`src/rtl/rgb_fifo_burst_writer.sv`:
```
`default_nettype none
// ============================================================================
// Module      : rgb_fifo_burst_writer
// Description : Read-side consumer of a 16-bit RGB565 dual-clock pixel FIFO
//               (normal, non-show-ahead). Waits for a full burst's worth of
//               pixels, requests an SDRAM write burst, streams FIFO words to
//               the controller as it pulls them, and walks a linear
//               frame-buffer address with an end-of-frame pulse.
// Ports       : rdclk/sclr      - read-domain clock, sync active-high reset
//               fifo_*          - FIFO read side (q, rdempty, rdusedw, rdreq)
//               frame_start     - restart addressing at BASE_ADDR
//               wr_req/addr/len - burst request, held until wr_ack
//               wr_data_req     - controller pulls one word (lands next cycle)
//               wr_data         - combinational copy of fifo_q
//               frame_done      - one-cycle pulse after last word of a frame
//               underrun        - sticky: a word was pulled from an empty FIFO
// Revision    : 1.0 - initial release
// ============================================================================
module rgb_fifo_burst_writer #(
  parameter int unsigned BURST_LEN   = 8,
  parameter int unsigned ADDR_W      = 22,
  parameter int unsigned BASE_ADDR   = 0,
  parameter int unsigned FRAME_WORDS = 76800
) (
  input  logic              rdclk,
  input  logic              sclr,
  input  logic [15:0]       fifo_q,
  input  logic              fifo_rdempty,
  input  logic [5:0]        fifo_rdusedw,
  output logic              fifo_rdreq,
  input  logic              frame_start,
  output logic              wr_req,
  output logic [ADDR_W-1:0] wr_addr,
  output logic [5:0]        wr_len,
  input  logic              wr_ack,
  input  logic              wr_data_req,
  output logic [15:0]       wr_data,
  output logic              frame_done,
  output logic              underrun
);

  localparam int unsigned       REM_W   = $clog2(FRAME_WORDS + 1);
  localparam logic [5:0]        C_BURST = 6'(BURST_LEN);
  localparam logic [REM_W-1:0]  C_FRAME = REM_W'(FRAME_WORDS);
  localparam logic [ADDR_W-1:0] C_BASE  = ADDR_W'(BASE_ADDR);

  typedef enum logic [1:0] {
    S_IDLE = 2'd0,
    S_REQ  = 2'd1,
    S_DATA = 2'd2,
    S_LAST = 2'd3
  } state_t;

  state_t              state_q;
  logic [ADDR_W-1:0]   ptr_q;
  logic [REM_W-1:0]    remaining_q;
  logic [5:0]          cnt_q;
  logic [5:0]          len_q;
  logic                pend_start_q;
  logic                wr_req_q;
  logic [ADDR_W-1:0]   wr_addr_q;
  logic [5:0]          wr_len_q;
  logic                frame_done_q;
  logic                underrun_q;

  logic [5:0]          len_next;
  logic [REM_W-1:0]    rem_after;
  logic                slot_open;

  always_comb begin
    // Tail burst of a frame is clipped to what is left of the frame.
    if (32'(remaining_q) < BURST_LEN) begin
      len_next = 6'(remaining_q);
    end else begin
      len_next = C_BURST;
    end
    rem_after = remaining_q - REM_W'(len_q);
    // A controller pull that still belongs to the current burst. It consumes
    // a burst slot even if the FIFO is empty so the burst length holds.
    slot_open  = (state_q == S_DATA) && wr_data_req && (cnt_q < len_q);
    // Gated by sclr so a reset mid-burst issues no further reads at once.
    fifo_rdreq = slot_open && !fifo_rdempty && !sclr;
  end

  assign wr_data    = fifo_q;
  assign wr_req     = wr_req_q;
  assign wr_addr    = wr_addr_q;
  assign wr_len     = wr_len_q;
  assign frame_done = frame_done_q;
  assign underrun   = underrun_q;

  always_ff @(posedge rdclk) begin
    if (sclr) begin
      state_q      <= S_IDLE;
      ptr_q        <= '0;
      remaining_q  <= C_FRAME;
      cnt_q        <= '0;
      len_q        <= '0;
      pend_start_q <= 1'b0;
      wr_req_q     <= 1'b0;
      wr_addr_q    <= C_BASE;
      wr_len_q     <= '0;
      frame_done_q <= 1'b0;
      underrun_q   <= 1'b0;
    end else begin
      frame_done_q <= 1'b0;
      // A restart seen mid-burst is deferred until the burst is over.
      if (frame_start && (state_q != S_IDLE)) begin
        pend_start_q <= 1'b1;
      end
      case (state_q)
        S_IDLE: begin
          if (pend_start_q || frame_start) begin
            ptr_q        <= '0;
            remaining_q  <= C_FRAME;
            pend_start_q <= 1'b0;
          end else if (!fifo_rdempty && (fifo_rdusedw >= len_next)) begin
            len_q     <= len_next;
            wr_len_q  <= len_next;
            wr_addr_q <= C_BASE + ptr_q;
            wr_req_q  <= 1'b1;
            state_q   <= S_REQ;
          end
        end
        S_REQ: begin
          if (wr_ack) begin
            wr_req_q <= 1'b0;
            cnt_q    <= '0;
            state_q  <= S_DATA;
          end
        end
        S_DATA: begin
          if (slot_open) begin
            cnt_q <= cnt_q + 6'd1;
            if (fifo_rdempty) begin
              underrun_q <= 1'b1;
            end
          end
          if (cnt_q == len_q) begin
            state_q <= S_LAST;
          end
        end
        S_LAST: begin
          // Final word is on fifo_q during this cycle; advance the address.
          if (rem_after == '0) begin
            frame_done_q <= 1'b1;
            remaining_q  <= C_FRAME;
            ptr_q        <= '0;
          end else begin
            ptr_q       <= ptr_q + ADDR_W'(len_q);
            remaining_q <= rem_after;
          end
          state_q <= S_IDLE;
        end
        default: state_q <= S_IDLE;
      endcase
    end
  end

endmodule
`default_nettype wire

```
`config.mk`:
```
export PLATFORM = sky130hd
export DESIGN_NAME = rgb_fifo_burst_writer
export DESIGN_NICKNAME = d
export VERILOG_FILES = /design/src/rtl/rgb_fifo_burst_writer.sv
export SDC_FILE = /design/constraint.sdc
export NUM_CORES = 1
export LEC_CHECK = 0
export ABC_AREA = 1
export BUFFER_PORTS_ARGS = -buffer_cell sky130_fd_sc_hd__buf_2
export CORE_ASPECT_RATIO = 0.6
export CORE_MARGIN = 2
export CORE_UTILIZATION = 40
export CTS_CLUSTER_SIZE = 28
export DETAILED_ROUTE_END_ITERATION = 8
export GPL_TIMING_DRIVEN = 0
export PLACE_DENSITY = 0.64
export SYNTH_ARGS = -nofsm -noshare
export SYNTH_HDL_FRONTEND = slang
export SYNTH_SLANG_ARGS = --single-unit
export TNS_END_PERCENT = 100
```
`constraint.sdc`:
```
create_clock -name rdclk -period 6.4 [get_ports rdclk]
set_clock_uncertainty 0.2 [all_clocks]
set_input_delay 0.32 -clock rdclk [delete_from_list [all_inputs] [get_ports rdclk]]
set_output_delay 0.32 -clock rdclk [all_outputs]
set_load 0.02 [all_outputs]
```
==> results by group, run 1 <==
Clock network
  • Postcts setup bufs: 0
  • Clock Sink Count: 79
  • Root buffer cell: clkbuf_16
  • Clk pin slew, worst setup/hold paths: ~0.060 ns
  • CTS tree: built
  • Bufs on Longest Clock Path: 2
  • Post-CTS sizing: 0
  • Clk Latency, worst-skew pair: roughly 0.34 ns
  • H-tree levels: 3
  • CTS Hold Bufs: 0
  • CTS buffer count: 9

Logic synthesis
  • EDFF count, synth: 0
  • Fraction of registers with async set/reset: 0%
  • Top FF cell, synth: dfxtp_1
  • Area contributors post-synth: dfxtp_1 32%, nand2_1 18%, a21oi_1 9.1%, ha_1 7.4%, inv_1 5.9%
  • #FFs+latches synth: approximately 80
  • Syn Inst Count: 750
  • Syn. warnings: 0
  • Synthesized area: just under 0.005 mm²
  • Post-Syn Area per Cell: approximately 6.5 µm²
  • Cell taking the most area after synthesis: dfxtp_1
  • Distinct cells, synth: 41
  • Top cell type's share of synthesized area: 32.4%
  • Seq/Total Area, Yosys: 32.4%

Place
  • Placed Instances: around 1000
  • Post-DP HPWL: between 10 and 15 mm
  • Buffers on Ports: 58
  • Routability cong.: ~0.88

Timing
  • Slew Viols, Final: 0
  • Slew @ Worst Pin: 0.844 ns
  • Final Hold Viols: 0
  • RSZ-0062 raised after global routing: no
  • Period utilization: 65.5%
  • Achievable clock frequency: around 0.24 GHz
  • # setup viols final: 0
  • Slew headroom: between 40% and 50%
  • Sum of negative setup slack: 0 ns
  • Final Critical Period: 4.19 ns

Detailed routing
  • WL per Instance: between 10 and 15 µm
  • Total Routed Length: ~13 mm
  • Routed Antenna Nets: 0
  • Drt pass-1 iters: 5
  • Initial DRC Count: approximately 460
  • Via/cell ratio: between 4 and 5
  • DRC violations left: 0
  • Vias: a little under 5000

Floorplanning
  • Die span in x: roughly 150 µm
  • Rows: 31
  • IO Count: 76
  • Core Region: about 0.012 mm²
  • Starting Density: 40.7%
  • Die Y: 89.6 µm
  • DIE AREA: roughly 0.013 mm²

Global routing
  • First-pass GRT wire length: approximately 21 mm
  • Vias in the first global route: between 4000 and 5000
  • Total grt overflow: 0
  • Largest net degree at the start of global routing: 13
  • Initial antenna violation count: 0
  • Overall Global Routing Usage: roughly a fifth

Power
  • PwrDens: roughly 260 mW/mm²
  • Peak supply drop: 0.169 mV
  • Leakage: 2.52 nW

Critical path
  • Endpoint class of the critical path: register
  • WP buf/inv: 5
  • Startpoint types: register
  • Critical-path top delay cell: nor4_1
  • Worst path max stage delay: around 0.69 ns
  • Crit Path Max Fanout: 10
  • Top delay family on crit path: simple AND/OR/NAND/NOR gates
  • Worst EP arrival: about 4.3 ns
  • Critical path required time: approximately 6.5 ns
  • Cell Chain, Critical Path: nor2_1 > nand4_1 > nor4_1 > inv_1 > nor2_1 > inv_1 > ha_1 > inv_1 > nor2_1 > o211ai_1 > o2111ai_1 > nand3_1 > clkbuf_1 > clkbuf_1 > nand2_1 > a21oi_1
  • Crit Path Category: reg2reg

Cells and area
  • Layout cells sized above 1: 14.6%
  • # diodes: 0
  • Area delta synth->final: 16.1%
  • Most frequent cells in the layout: 228 x nand2_1, 89 x a21oi_1, 79 x dfxtp_1
  • Nets: about 880
  • Finished Layout Cells: between 900 and 1000
  • Most common cell after layout, fill and taps aside: nand2_1

Run status
  • Status: completed

Job
  • Max Cap Viol: 0

Hold path
  • Worst Hold Class: in2reg
[synth_stat cells (all sizes together) (2+ instances only)]
cell,number
o21ai,26
inv,85
buf,19
o21bai,4
o22ai,2
xor2,4
nor2,77
or2,4
a21oi,91
nand2,232
nand3b,2
nand4,9
o21a,2
fa,2
dfxtp,79
xnor2,3
ha,29
clkbuf,19
nor3,11
nand3,41
[sequential cells by signal, summed over array words and instances, names as in the netlist]
signal / count
wr_len: 6
wr_req: 1
wr_addr: 22
underrun: 1
remaining_q: 17
ptr_q: 22
cnt_q: 6
pend_start_q: 1
frame_done: 1
state_q: 2
[final cells by class]
class	instances	area [µm²]
Clock buffer	10	239
Tap cell	165	206
Sequential cell	79	1580
Multi-Input combinational cell	548	2760
Buffer	38	219
Clock inverter	4	47.5
Timing Repair Buffer	58	290
Fill cell	1258	6320
Inverter	86	323
[through the flow]
step                      power, mW  setup slack [ns]  hold slack, ns  cell area [µm²]  utilization, %
after global routing           1.58              1.88           0.148             5670            47.3
after detailed placement      0.985              2.30           0.253             5380            44.9
after CTS                      1.50              2.27           0.101             5670            47.3
final                          1.49              2.21           0.108             5670            47.3
after global placement        0.985              2.31           0.254             5380            44.9
after floorplan               0.870              3.41           0.245             4880               -
[per-layer routing]
layer | routed length (µm) | share of wire, % | GRT usage (%) | vias to the layer above
li1 | - | - | - | 2529
met4 | 111 | 0.83 | 4.77 | 0
met2 | 4870 | 36 | 27.4 | 181
met5 | 0 | 0 | 0 | -
met1 | 7310 | 55 | 33.7 | 2172
met3 | 1090 | 8.1 | 3.62 | 11
[power by group]
group | switching (mW) | internal [mW]
logic | 0.304 | 0.129
registers | 0.0299 | 0.520
clock network | 0.204 | 0.307
total | 0.538 | 0.957
[path summary, 6_finish.rpt]
| path | startpoint | endpoint | slack, ns | cells past startpoint |
|---|---|---|---|---|
| hold reg to reg | wr_addr[5] | wr_addr[5] | 0.26 | 2 |
| setup / recovery | remaining_q[7] | wr_addr[17] | 2.21 | 16 |
| setup reg to reg | remaining_q[7] | wr_addr[17] | 2.21 | 16 |
| hold / removal | frame_start | pend_start_q | 0.11 | 3 |
[cells by family after synthesis]
family,after synthesis,synth area share (%)
other,1,0.0768
AOI/OAI and AO/OA,131,14.3
xor gates and xnor gates,7,1.26
DFF,79,32.4
buffers and inverters,124,11.1
and+or+nand+nor,377,32.6
adders and majority gates,31,8.26
[worst min-delay path: stages]
cell,delay [ns]
buf_2,0.08
nor2_1,0.05
nor3_1,0.14
No activity file was read; power rests on OpenSTA's default activity.
==> inputs of run 2 (changes only) <==
==> constraint.sdc (replaced) <==
create_clock -name rdclk -period 3.9 [get_ports rdclk]
set_clock_uncertainty 0.2 [all_clocks]
set_input_delay 0.195 -clock rdclk [delete_from_list [all_inputs] [get_ports rdclk]]
set_output_delay 0.195 -clock rdclk [all_outputs]
set_load 0.02 [all_outputs]
==> run 2 against run 1 <==
Effect of this change: non-clock buffer count is 1 higher; die area stayed put; first-iteration DRC count is 1.5% higher; combinational power is 64% higher; design area is 0.33% higher; critical path type unchanged; critical endpoint is now wr_addr[3].
==> results by group, run 2 (synthesis gave the netlist of run 1 again) <==
Run status
  • Status: completed

Clock network
  • Root buffer cell: clkbuf_16
  • Clk Latency, worst-skew pair: approximately 0.34 ns
  • Bufs on Longest Clock Path: 2
  • Clk pin slew, worst setup/hold paths: ~0.06 ns
  • CTS buffer count: 9
  • CTS tree: built
  • Clock Sink Count: 79
  • H-tree levels: 3

Timing
  • Sum of negative setup slack: 0 ns
  • Achievable clock frequency: ~0.28 GHz
  • Slew @ Worst Pin: just under 0.7 ns
  • Final Critical Period: roughly 3.6 ns
  • Slew Viols, Final: 0
  • Slew headroom: 54.1%
  • # setup viols final: 0
  • Period utilization: around nine tenths
  • RSZ-0062 raised after global routing: no
  • Final Hold Viols: 0

Critical path
  • Top delay family on crit path: simple AND/OR/NAND/NOR gates
  • Startpoint types: register
  • Worst path max stage delay: 0.45 ns
  • Worst EP arrival: between 3 and 4 ns
  • WP buf/inv: 5
  • Crit Path Max Fanout: 10
  • Cell Chain, Critical Path: nor2_1 > nand4_1 > nor4_2 > inv_1 > nor2_1 > inv_1 > ha_1 > inv_1 > nor2_1 > o211ai_1 > o2111ai_1 > nand3_1 > clkinv_1 > clkbuf_1 > nand2_1 > a21oi_1
  • Critical-path top delay cell: nor4_2
  • Crit Path Category: reg2reg
  • Critical path required time: slightly below 4 ns
  • Endpoint class of the critical path: register

Place
  • Placed inst area: roughly 0.0054 mm²
  • Routability cong.: ~0.88
  • Placed Instances: around 970
  • Buffers on Ports: between 50 and 60
  • Post-DP HPWL: 10.4 mm

Detailed routing
  • Total Routed Length: ~13 mm
  • DRC violations left: 0
  • Drt pass-1 iters: 5
  • Routed Antenna Nets: 0
  • WL per Instance: 13.5 µm
  • Via/cell ratio: between 4 and 5
  • Vias: 4892
  • Initial DRC Count: 471

Cells and area
  • Nets: 880
  • Layout cells sized above 1: between 10% and 20%
  • Most frequent cells in the layout: 228 x nand2_1, 89 x a21oi_1, 79 x dfxtp_1
  • Post-layout util: between 40% and 50%
  • Area delta synth->final: 16.5%
  • Final Cell Area: approximately 0.0057 mm²
  • # diodes: 0
  • Finished Layout Cells: 989
  • Most common cell after layout, fill and taps aside: nand2_1

Floorplanning
  • Starting Density: 40.7%
  • Core Region: between 0.01 and 0.015 mm²
  • Die Y: approximately 90 µm
  • DIE AREA: around 0.013 mm²
  • IO Count: 76
  • Die span in x: between 100 and 150 µm
  • Rows: 31

Global routing
  • Largest net degree at the start of global routing: 13
  • Overall Global Routing Usage: roughly a fifth
  • Total grt overflow: 0
  • Initial antenna violation count: 0
  • Vias in the first global route: between 4000 and 5000
  • First-pass GRT wire length: between 20 and 25 mm

Power
  • PwrDens: between 400 and 500 mW/mm²
  • Peak supply drop: 0.276 mV
  • Total power: 2.45 mW
  • Leakage: around 2.5 nW

Hold path
  • Worst Hold Class: in2reg

Job
  • Max Cap Viol: 0
## run 2: cell types whose count changed in the layout (fill, tap and decap cells not counted)
cell / before / now
clkbuf_1: 19 / 17
clkbuf_2: 0 / 2
dlygate4sd3_1: 0 / 1
nor4_1: 1 / 0
nor4_2: 0 / 1
## run 2: area by class of cell
cell class | instances | area [µm²]
Tap cell | 165 | 206
Multi-Input combinational cell | 548 | 2770
Buffer | 38 | 221
Fill cell | 1255 | 6300
Inverter | 86 | 323
Sequential cell | 79 | 1580
Clock buffer | 10 | 239
Clock inverter | 4 | 47.5
Timing Repair Buffer | 59 | 300
## run 2: per-stage QoR
stage | setup WS, ns | hold slack [ns]
2_1_floorplan | 0.911 | 0.180
3_3_place_gp | -0.188 | 0.254
3_5_place_dp | -0.198 | 0.253
4_1_cts | 0.0207 | 0.0388
5_1_grt | 0.0239 | 0.0614
6_report | 0.321 | 0.0436
## run 2: path summary, 6_finish.rpt
path,startpoint,end,slack (ns),cells after the start
max,remaining_q[7],wr_addr[3],0.32,16
min,fifo_rdempty,underrun,0.04,4
max reg2reg,remaining_q[7],wr_addr[3],0.32,16
min reg2reg,wr_addr[5],wr_addr[5],0.26,2
## run 2: what timing repair did
action                                  CTS  global route
setup buffers                             0             0
endpoints found under the setup margin   10            20
hold buffers                              1             0
resized for setup                         1             4
pin swaps                                 0             0
hold endpoints to repair                  1             0
## run 2: per-layer routing
layer  global-route usage, %  part of all wire, %  vias to the layer above
met1                    33.7                   56                     2170
met4                    4.77                 0.76                        0
met5                       0                    0                        -
li1                        -                    -                     2528
met2                    27.5                   36                      184
met3                    3.62                  7.1                       10
## run 2: where the power goes
part           internal, mW  switching [mW]
Combinational         0.214           0.496
Clock                 0.504           0.338
Sequential            0.854          0.0488
## run 2: worst min-delay path: cells and delay by family
family	cells	cell delay [ns]
AOI/OAI and AO/OA	1	0.11
buffers and inverters	2	0.13
and+or+nand+nor	1	0.11
==> inputs of run 3 (changes only) <==
--- a/config.mk
+++ b/config.mk
@@ -5,7 +5,7 @@
 export SDC_FILE = /design/constraint.sdc
 export NUM_CORES = 1
 export LEC_CHECK = 0
-export ABC_AREA = 1
+export ABC_AREA = 0
 export BUFFER_PORTS_ARGS = -buffer_cell sky130_fd_sc_hd__buf_2
 export CORE_ASPECT_RATIO = 0.6
 export CORE_MARGIN = 2
==> run 3 against run 2 <==
Effect of this change: worst setup slack worse by 0.20 ns; sequential cell count stayed put; core utilization is 2.3 points higher; largest power group is now clock; cell count is 19% lower; synthesized cell count is 23% lower; power is 12% lower; die area is 5.9% lower; combinational power is 44% lower; clock-buffer cell count is 1 higher; area after synthesis is 6.1% lower; highest routed layer unchanged; critical path type unchanged; critical endpoint is now wr_addr[9]; register-to-register slack worse by 0.20 ns.
==> results by group, run 3 <==
Global routing
  • Initial antenna violation count: 0
  • Total grt overflow: 0
  • Largest net degree at the start of global routing: 14
  • Vias in the first global route: between 4000 and 5000
  • Overall Global Routing Usage: approximately 22%
  • First-pass GRT wire length: 21.2 mm

Critical path
  • Cell Chain, Critical Path: or3_4 > or3_4 > nor3_4 > and3_4 > and2_4 > ha_1 > nand2b_1 > a21o_1 > a21o_1 > a211o_1 > a21oi_2 > or2_4 > clkbuf_16 > nand2_1 > a21oi_1
  • Worst flop-to-flop path startpoint: remaining_q[10]
  • Crit Path Category: reg2reg
  • RR Endpoint: wr_addr[9]
  • Top delay family on crit path: simple AND/OR/NAND/NOR gates
  • Endpoint class of the critical path: register
  • Critical path required time: between 3 and 4 ns
  • Crit Path Max Fanout: 10
  • R2R setup slack: between 0.1 and 0.15 ns
  • Critical-path top delay cell: or3_4
  • Startpoint types: register
  • Worst Reg2Reg Path Length in Cells: 15
  • WP buf/inv: 1
  • Worst path max stage delay: around 0.4 ns
  • Worst EP arrival: roughly 3.8 ns

Logic synthesis
  • #FFs+latches synth: between 70 and 80
  • Cell taking the most area after synthesis: dfxtp_1
  • Fraction of registers with async set/reset: 0%
  • Post-Syn Area per Cell: a little under 8 µm²
  • Top FF cell, synth: dfxtp_1
  • Syn Inst Count: 580
  • Seq/Total Area, Yosys: between 30% and 40%
  • Post-synth top cells: 94 x nand2_1, 79 x dfxtp_1, 50 x a21oi_1, 48 x nor2_1, 29 x ha_1
  • Distinct cells, synth: 60
  • Area contributors post-synth: dfxtp_1 35%, ha_1 7.9%, nand2_1 7.7%, a21oi_1 5.5%, nor2_1 3.9%
  • Syn. warnings: 0
  • Synthesized area: 0.00458 mm²
  • EDFF count, synth: 0
  • Most numerous cell in the Yosys netlist: nand2_1
  • Top cell type's share of synthesized area: between 30% and 40%

Timing
  • Achievable clock frequency: approximately 0.26 GHz
  • # setup viols final: 0
  • Slew Viols, Final: 0
  • Final Critical Period: roughly 3.8 ns
  • RSZ-0062 raised after global routing: yes
  • Final setup margin: 0.123 ns
  • Period utilization: between 90% and 100%
  • Final Hold Viols: 0
  • Slew @ Worst Pin: around 0.83 ns
  • Slew headroom: between 40% and 50%

Detailed routing
  • Drt pass-1 iters: 6
  • DRC violations left: 0
  • Initial DRC Count: 477
  • Via/cell ratio: 5.63
  • Vias: ~4500
  • Total Routed Length: around 13 mm
  • WL per Instance: around 16 µm
  • Routed Antenna Nets: 0

Floorplanning
  • Core Region: approximately 0.011 mm²
  • Rows: 30
  • Starting Density: between 40 and 50%
  • IO Count: between 70 and 80
  • Die Y: 86.9 µm
  • DIE AREA: approximately 0.012 mm²
  • Die span in x: roughly 140 µm

Cells and area
  • # diodes: 0
  • Layout cells sized above 1: approximately a fifth
  • Post-layout util: 49.7%
  • Final Cell Area: between 0.005 and 0.006 mm²
  • Most common cell after layout, fill and taps aside: nand2_1
  • Area delta synth->final: 21.7%
  • Most frequent cells in the layout: 92 x nand2_1, 76 x dfxtp_1, 62 x buf_2
  • Finished Layout Cells: between 800 and 900
  • Nets: 714

Job
  • Max Cap Viol: 0

Clock network
  • Clk pin slew, worst setup/hold paths: 0.06 ns
  • Bufs on Longest Clock Path: 2
  • Clk Latency, worst-skew pair: between 0.3 and 0.4 ns
  • Root buffer cell: clkbuf_16
  • Clock Sink Count: approximately 80
  • H-tree levels: 3
  • CTS buffer count: 9
  • CTS tree: built

Power
  • Leakage: between 2 and 2.5 nW
  • Total power: between 2 and 2.5 mW
  • Peak supply drop: roughly 0.25 mV
  • PwrDens: 386 mW/mm²

Place
  • Placed inst area: between 0.005 and 0.006 mm²
  • Post-DP HPWL: 10.1 mm
  • Routability cong.: about 0.9
  • Placed Instances: between 700 and 800
  • Buffers on Ports: 59
  • Pre-CTS setup slack: -0.589 ns

Hold path
  • Hold endpoint: wr_req
  • Worst Hold Class: in2reg
  • Hold_sp: wr_ack
  • Cells on Worst Hold Path: 4

Run status
  • Status: completed
-- run 3: worst max path at each step --
stage	slack [ns]	from	to	cells past startpoint
final	0.12	remaining_q[10]	wr_addr[9]	15
after CTS	0.009	remaining_q[10]	wr_addr[17]	16
after detailed placement	-0.59	remaining_q[10]	wr_addr[9]	17
after global routing	-0.02	remaining_q[10]	wr_addr[1]	15
after floorplan	0.06	remaining_q[10]	wr_addr[15]	17
after global placement	-0.56	remaining_q[10]	wr_addr[4]	17
-- run 3: worst min-delay path, cell delays in order --
cell and delay (ns):
buf_2 0.10, nand2_1 0.08, a21oi_1 0.12, nor3_1 0.05
-- run 3: layer usage --
layer | GRT usage, % | vias to the layer above | wire (µm)
met2 | 29.4 | 193 | 5010
met1 | 34.2 | 2101 | 6870
met4 | 4.55 | 0 | 116
li1 | - | 2221 | -
met3 | 6.65 | 14 | 1260
met5 | 0 | - | 0
-- run 3: stage by stage --
| stage | TNS (ns) | hold slack [ns] |
|---|---|---|
| 6_report | 0 | 0.0673 |
| 3_5_place_dp | -15.86 | 0.247 |
| 2_1_floorplan | 0 | 0.136 |
| 5_1_grt | -0.0908 | 0.104 |
| 4_1_cts | 0 | 0.0579 |
| 3_3_place_gp | -14.75 | 0.242 |
-- run 3: logic make-up after synthesis --
kind of cell | after synthesis | synth area share (%)
buffers and inverters | 68 | 7.43
and+or+nand+nor | 234 | 23.9
muxes | 2 | 0.437
xor gates and xnor gates | 13 | 2.48
DFF | 79 | 34.5
adders and majority gates | 31 | 8.79
other | 1 | 0.0818
AOI/OAI and AO/OA | 152 | 22.4
-- run 3: timing repair --
action	4_1_cts	5_1_grt
buffers inserted	3	2
pin swaps	7	8
endpoints found under the setup margin	54	55
resized for setup	25	15
hold endpoints to repair	2	0
hold buffers	2	0
-- run 3: where the power goes --
part	switching, mW	leakage [nW]	total (mW)	internal [mW]
Combinational	0.271	1.39	0.399	0.128
Clock	0.343	0.156	0.922	0.578
Sequential	0.0116	0.637	0.831	0.820
Total	0.626	2.19	2.15	1.53
-- run 3: layout make-up --
type / instances / area (µm²)
buffer: 42 / 290
clock buffer: 11 / 243
clock inverter: 5 / 81.3
fill: 1098 / 5650
inverter: 23 / 86.3
multi-input combinational: 434 / 2760
sequential: 79 / 1590
tap: 144 / 180
timing repair buffer: 66 / 353
